--- src/rtl/rng_ctrl_pkg.sv ---
// Shared types and constants for the RNG request controller.
package rng_ctrl_pkg;

  // Number of requesters sharing the RNG (CPU and debug/aux).
  localparam int NUM_REQ = 2;

  // Width of the random byte and of each requester's mask lane.
  localparam int DATA_W = 8;

  // Default number of free-running cycles between grant and sample.
  localparam int STIR_CYCLES_DEF = 4;

  // Default number of resamples allowed when a sample repeats.
  localparam int MAX_RETRY_DEF = 2;

  // Counter widths sized for the legal parameter ranges (1..15, 0..3).
  localparam int CNT_W   = 4;
  localparam int RETRY_W = 2;

  // Controller states.
  typedef enum logic [1:0] {
    ST_IDLE   = 2'd0,
    ST_STIR   = 2'd1,
    ST_SAMPLE = 2'd2
  } state_t;

  // Pick the mask lane belonging to requester 'id'.
  function automatic logic [DATA_W-1:0] mask_lane(
    input logic [NUM_REQ*DATA_W-1:0] masks,
    input logic                      id
  );
    return id ? masks[2*DATA_W-1:DATA_W] : masks[DATA_W-1:0];
  endfunction

endpackage

--- src/rtl/rng_ctrl_arb.sv ---
// Two-way round-robin arbiter: one-hot grant from the request vector,
// pointer moves to the losing side after every accepted grant.
module rr_arbiter2
  import rng_ctrl_pkg::*;
(
  input  logic               clk_in,
  input  logic               rst_in,
  input  logic [NUM_REQ-1:0] req,
  input  logic               advance,
  output logic [NUM_REQ-1:0] grant
);

  // Preferred requester when both are asking.
  logic ptr;

  // Single requester always wins; on contention the pointer decides.
  always_comb begin
    grant = 2'b00;
    if (req == 2'b11) begin
      grant = ptr ? 2'b10 : 2'b01;
    end else begin
      grant = req;
    end
  end

  // After a grant, prefer the other requester next time.
  always_ff @(posedge clk_in) begin
    if (rst_in) begin
      ptr <= 1'b0;
    end else if (advance && (grant != 2'b00)) begin
      ptr <= grant[0];
    end
  end

endmodule

--- src/rtl/rng_ctrl.sv ---
// RNG request controller: arbitrates two requesters, lets the RNG stir
// for STIR_CYCLES cycles, samples the free-running byte, rejects a sample
// equal to the last delivered one up to MAX_RETRY times, and returns the
// masked byte to the granted requester.
module rng_ctrl
  import rng_ctrl_pkg::*;
#(
  parameter int STIR_CYCLES = STIR_CYCLES_DEF,
  parameter int MAX_RETRY   = MAX_RETRY_DEF
) (
  input  logic        clk_in,
  input  logic        rst_in,
  input  logic [7:0]  rand_bit,
  input  logic [1:0]  req_valid,
  input  logic [15:0] req_mask,
  output logic [1:0]  req_ready,
  output logic [1:0]  rsp_valid,
  output logic [7:0]  rsp_data,
  output logic        busy
);

  localparam logic [CNT_W-1:0]   CNT_LOAD  = 4'(STIR_CYCLES - 1);
  localparam logic [RETRY_W-1:0] RETRY_LIM = 2'(MAX_RETRY);

  state_t              state;
  logic [CNT_W-1:0]    stir_cnt;
  logic [RETRY_W-1:0]  retry_cnt;
  logic [DATA_W-1:0]   last_sample;
  logic [DATA_W-1:0]   mask_lat;
  logic                id_lat;
  logic                accept;
  logic                repeat_hit;
  logic [NUM_REQ-1:0]  grant;

  // Grants are only offered while idle and never during reset.
  assign accept     = (state == ST_IDLE) && !rst_in;
  assign req_ready  = accept ? grant : 2'b00;
  assign busy       = (state != ST_IDLE);

  // A sample matching the last delivered byte is redrawn while retries remain.
  assign repeat_hit = (rand_bit == last_sample) && (retry_cnt < RETRY_LIM);

  rr_arbiter2 u_arb (
    .clk_in  (clk_in),
    .rst_in  (rst_in),
    .req     (req_valid),
    .advance (accept),
    .grant   (grant)
  );

  // Controller FSM with its counters, the latched request and the response register.
  always_ff @(posedge clk_in) begin
    if (rst_in) begin
      state       <= ST_IDLE;
      stir_cnt    <= '0;
      retry_cnt   <= '0;
      last_sample <= 8'h00;
      mask_lat    <= 8'h00;
      id_lat      <= 1'b0;
      rsp_data    <= 8'h00;
      rsp_valid   <= 2'b00;
    end else begin
      rsp_valid <= 2'b00;
      case (state)
        ST_IDLE: begin
          if (req_ready != 2'b00) begin
            id_lat   <= req_ready[1];
            mask_lat <= mask_lane(req_mask, req_ready[1]);
            stir_cnt <= CNT_LOAD;
            state    <= ST_STIR;
          end
        end
        ST_STIR: begin
          if (stir_cnt == '0) begin
            state <= ST_SAMPLE;
          end else begin
            stir_cnt <= stir_cnt - 1'b1;
          end
        end
        ST_SAMPLE: begin
          if (repeat_hit) begin
            retry_cnt <= retry_cnt + 1'b1;
            stir_cnt  <= CNT_LOAD;
            state     <= ST_STIR;
          end else begin
            rsp_data    <= rand_bit & mask_lat;
            rsp_valid   <= id_lat ? 2'b10 : 2'b01;
            last_sample <= rand_bit;
            retry_cnt   <= '0;
            state       <= ST_IDLE;
          end
        end
        default: begin
          state <= ST_IDLE;
        end
      endcase
    end
  end

endmodule

--- config.mk ---
export PLATFORM = sky130hd
export DESIGN_NAME = rng_ctrl
export DESIGN_NICKNAME = d
export VERILOG_FILES = /design/src/rtl/rng_ctrl_pkg.sv /design/src/rtl/rng_ctrl_arb.sv /design/src/rtl/rng_ctrl.sv
export SDC_FILE = /design/constraint.sdc
export NUM_CORES = 1
export LEC_CHECK = 0
export CORE_ASPECT_RATIO = 1.1
export CORE_UTILIZATION = 52
export CTS_CLUSTER_SIZE = 25
export DETAILED_ROUTE_END_ITERATION = 8
export PLACE_DENSITY = 0.85
export SYNTH_ARGS = -nofsm -noshare
export SYNTH_HDL_FRONTEND = slang
export SYNTH_HIERARCHICAL = 1
export SYNTH_SLANG_ARGS = --single-unit
--- constraint.sdc ---
create_clock -name clk_in -period 4.5 [get_ports clk_in]
set_clock_uncertainty 0.2 [all_clocks]
set_input_delay 0.9 -clock clk_in [delete_from_list [all_inputs] [get_ports clk_in]]
set_output_delay 0.9 -clock clk_in [all_outputs]
set_load 0.02 [all_outputs]
**Yosys cells after proc, flatten, opt, wreduce, memory -nomap -nowiden**

Cells that the tools add are included.
Widths: inputs -> output; s select.

- Register bits: 36
- Latch bits: 0
- Bits in writable memories: 0
- Memory bits (read-only): 0
- Input port bits: 28
- Logic and storage cells: 52
- Memories kept: 0

- $add $sub $neg: 2
- Multiply operators: 0
- Div/mod/pow operators: 0
- $lt $le $gt $ge: 1
- Equal/unequal tests: 8
- Shifts and indexed selects: 0
- Mux-type cells: 14
- Bitwise logic cells: 3
- Reductions and logical operators: 15

Operator list:

| cell | number |
|---|---|
| $mux 2 | 7 |
| $mux 4 | 3 |
| $pmux 4 s3 | 1 |
| $and 8x8->8 | 1 |
| $eq 8x8->1 | 1 |
| $mux 8 | 1 |
| $ne 2x2->1 const B | 3 |
| $pmux 2 s3 | 1 |
| $reduce_and 2->1 | 3 |
| $reduce_bool 2->1 | 3 |
| $eq 2x2->1 const B | 2 |
| $logic_not 4->1 | 1 |
| $reduce_and 4->1 | 1 |
| $sub 4x1->4 const B | 1 |
| $logic_and 1x1->1 | 3 |
| $reduce_bool 3->1 | 1 |
| $reduce_or 3->1 | 1 |
| $add 2x1->2 const B | 1 |
| $eq 2x1->1 const B | 1 |
| $logic_not 2->1 | 1 |
| $lt 2x2->1 const B | 1 |
| $ne 2x1->1 const B | 1 |
| $not 1->1 | 2 |
| $logic_not 1->1 | 1 |
| $mux 1 | 1 |

**Longest topological paths before layout**

Gate-level depths: netlist of run 1.

- Word-level depth: 6
- Mapped depth: 7
- Depth with buffers taken out: 6

**Cells and area by module**

Netlist of run 1, hierarchy kept.

By module, submodules not included:

| module | times used | cells an instance | area each (um2) | seq. area each (um2) |
|---|---|---|---|---|
| rng_ctrl | 1 | 174 | 1549.0 | 700.7 |
| rr_arbiter2 | 1 | 7 | 65.1 | 20.0 |

**Worst setup path after synthesis of run 1**

No wires, ideal clock.

- Path kind: input to output
- Start point: input req_valid[1]
- End point: output req_ready[1]
- Arrival time: 1.546 ns
- Slack: 1.854 ns
- Cell stages on the path: 3
- Cells stage by stage: a21boi_0 -> nand2_1 -> nor2_4

- Cells in the longest elaborated chain, start to end: 3

RTL lines:

| element | line | text |
|---|---|---|
| start: declaration | rng_ctrl.sv:14 | `input logic [1:0] req_valid,` |
| $eq 2x2->1 | rng_ctrl_arb.sv:19 | `if (req == 2'b11) begin` |
| $mux 2 (*) | rng_ctrl_arb.sv:19 |  |
| $mux 2 (*) | rng_ctrl.sv:37 | `assign req_ready = accept ? grant : 2'b00;` |
| end: declaration | rng_ctrl.sv:16 | `output logic [1:0] req_ready,` |

Every way passes the cells marked *; elsewhere a longest branch is shown, timed or not.

**Worst setup path after layout of run 1**

- Start point: input req_valid[1]
- End point: output req_ready[1]

- Cells in the longest elaborated chain, start to end: 3

RTL lines:

| element | line | text |
|---|---|---|
| $eq 2x2->1 | rng_ctrl_arb.sv:19 |  |
| $mux 2 (*) | rng_ctrl_arb.sv:19 |  |
| named net grant[1] | rng_ctrl.sv:33 | `logic [NUM_REQ-1:0] grant;` |
| $mux 2 (*) | rng_ctrl.sv:37 |  |

The timed path passes the listed nets; every way through them passes the cells marked *.

==> metrics.cfg, run 1 <==
[status]
status=complete, no violations

[setup_path]
crit_chain=clkdlybuf4s50_1, a21boi_0, nand2_1, nor2_4, clkdlybuf4s50_1
rr_endpoint=stir_cnt[1]$_SDFFE_PP0P_
crit_path_frequent_cell=clkdlybuf4s50_1
cp_slowest_cell=clkdlybuf4s50_1
crit_path_start_kind=input pin
critPathBufInv=2
cp_num_cells=5
cp.arrival_ns=2.79
crit_type=input pin to primary output
worstSetupEndpointType=primary output
crit_fanout=9
required_ns=3.40
ff2ff_path_depth=6
critPathLaunch=req_valid[1]
slowest_delay_ns=0.68
ff2ff_setup_slack_ns=2.34
setup.worst_path.end=req_ready[1]
path_delay_family=buffers and inverters
r2r_start=u_arb/ptr$_SDFFE_PP0P_

[place]
pre_cts_slack_ns=0.6208
dp.cells=247
gp_congestion=0.8105
portBuffers=40
dpl.hpwl_um=2650

[clock_tree]
clk_pin_slew_worst_paths_ns=0.10
clk_path_buf_depth=2
clock-root-buffer=clkbuf_4
cts.sinks=36
clock_latency_ns=0.33
cts_tree=yes
cts_buffers=5
cts_setup_buffers=0
cts_resized=0
htreeDepth=2
hold_buffers=0

[sta]
slew_violations=0
worst-slew-pin-transition_ns=0.5704
timing.slew.headroom=0.6197
finalCritPeriodShare=0.8654
period_minus_slack_ns=3.894
hold_viol_final=0
fin_tns_setup_ns=0
setup_viol=0
rsz0062_at_grt=false
clock.fmax_mhz=256.8
worst_slack_ns=0.6055

[job]
max_cap_violations=0

[logic_synthesis]
synth_top_area_share=0.4465
ys_seq_area_frac=0.4465
yosysTopAreaCell=dfxtp_1
syn_area_um2=1614
avgSynthCellArea_um2=8.917
synth_nets=211
ys_types=34
yosys-top-cells-area=dfxtp_1 45%, a21oi_1 6.5%, mux2i_1 6.2%
synth-seq-cells=36
ys.warnings.count=6
synthCells=181

[route]
vias=1401
firstDrtPassIters=4
drc=0
drt-total-wl_um=3604
antenna_left=0
dr.first_iter.drc_count=23
routed_via_density=5.516
detail_route.wl_per_cell_um=14.19

[floorplanning]
die_h_um=60.43
placementRows=20
start_util=0.5658
dieArea_um2=3331
core_um2=2853
ios=41
fp.dieW_um=55.12

[cells_and_area]
area_growth_pct=29.30
finalNonFillerCells=254
fin_nets=251
drive_gt1_frac=0.06787
seqCellArea_um2=720.7
diodes=0
fillers=230
multiInputGateArea_um2=825.8

[power]
leakage_nw=0.7601
power_density_nw_per_um2=314.7
peakVddDrop_mv=0.2384

[global_routing]
grt_pass1_vias=1381
grt_max_degree=37
grt_pass1_wl_um=5809
grt.overflow.total=0
grt_usage=0.2515
antenna_found_initial=0

[min_path]
hold_path_class=register to register

## layer usage
layer | GRT usage | vias to the layer above | part of all wire
li1 | - | 702 | -
met1 | 0.2593 | 646 | 0.41
met2 | 0.4647 | 47 | 0.53
met3 | 0.07268 | 6 | 0.049
met4 | 0.1000 | 0 | 0.013
met5 | 0 | - | 0
## power by group
part | internal (mW) | switching, mW | leakage [nW] | total [mW]
combinational | 0.0586 | 0.0619 | 0.430 | 0.120
clock | 0.0886 | 0.101 | 0.0374 | 0.190
sequential | 0.335 | 0.0119 | 0.293 | 0.347
total | 0.482 | 0.175 | 0.760 | 0.657
## registers in the layout, summed over array words and instances (netlist names)
| register | cells |
|---|---|
| stir_cnt | 4 |
| retry_cnt | 2 |
| last_sample | 8 |
| rsp_data | 8 |
| mask_lat | 8 |
| rsp_valid | 2 |
| u_arb/ptr | 1 |
| id_lat | 1 |
| state | 2 |
## per-stage QoR
stage          cell area, um2  hold slack, ns  power, mW  utilization
2_1_floorplan            1614          0.2135     0.4257            -
3_3_place_gp             2022          0.2334     0.4669       0.7088
3_5_place_dp             2022          0.2503     0.4736       0.7088
4_1_cts                  2087          0.2649     0.6628       0.7316
5_1_grt                  2087          0.2980     0.6885       0.7316
6_report                 2087          0.2580     0.6568       0.7316
## cells in the mapped netlist
master and instances:
nor2b_1 3, nor3_2 1, and3_1 1, mux2i_1 10, nand3b_1 1, nand2b_1 10, nand4_2 1, buf_2 3
a31oi_1 1, a21boi_0 2, nand2_1 20, a211oi_1 9, a21bo_1 1, a21oi_2 1, ha_1 2, nor4_4 1
a311oi_2 1, o21a_1 2, and2b_1 1, and3b_1 1, nand3_1 8, clkbuf_1 4, a21oi_1 21, and2_1 1
nor2_4 1, xor2_1 8, buf_4 1, buf_6 1, nor2_1 14, inv_1 5, nor3_1 4, o21ai_0 4
dfxtp_1 36, nor3b_1 1
## layout by cell type, fill, tap and decap left out, types with 8 or more instances in the layout
cell type / n
nor2_1: 14
a211oi_1: 9
xor2_1: 8
nand2b_1: 10
clkdlybuf4s50_1: 40
a21oi_1: 21
nand2_1: 20
mux2i_1: 10
dfxtp_1: 36
nand3_1: 8
## how the worst min path moves through the flow
| stage | from | to | slack (ns) | depth (start not counted) |
|---|---|---|---|---|
| 5_1_grt | last_sample[2]$_SDFFE_PP0P_ | last_sample[2]$_SDFFE_PP0P_ | 0.30 | 2 |
| 6_report | id_lat$_SDFFE_PP0P_ | rsp_valid[0]$_SDFF_PP0_ | 0.26 | 1 |
| 2_1_floorplan | id_lat$_SDFFE_PP0P_ | rsp_valid[0]$_SDFF_PP0_ | 0.21 | 1 |
| 4_1_cts | id_lat$_SDFFE_PP0P_ | rsp_valid[0]$_SDFF_PP0_ | 0.26 | 1 |
| 3_3_place_gp | id_lat$_SDFFE_PP0P_ | rsp_valid[0]$_SDFF_PP0_ | 0.23 | 1 |
| 3_5_place_dp | id_lat$_SDFFE_PP0P_ | rsp_valid[0]$_SDFF_PP0_ | 0.25 | 1 |
## logic make-up (layout without fill, tap and decap cells)
logic type	after synthesis	after routing	share of synthesized area
and+or+nand+nor	69	69	0.2279
AOI/OAI and AO/OA	42	42	0.1628
DFF	36	36	0.4465
buffers and inverters	14	54	0.04186
muxes	10	10	0.06202
xor gates and xnor gates	8	8	0.04341
adders and majority gates	2	2	0.01550
## cell type report
type	count	share of cell area
multi-input combinational	131	0.3957
inverter	5	0.008993
timing repair buffer	42	0.1990
clock buffer	7	0.03118
sequential	36	0.3453
tap	33	0.01978
(Power assumes the default switching activity.)
==> run 2, diff against run 1 <==
Settings changed: TNS_END_PERCENT set to 20.
==> results of run 2 <==
No change in the layout: final DEF, timing and power equal those of run 1.
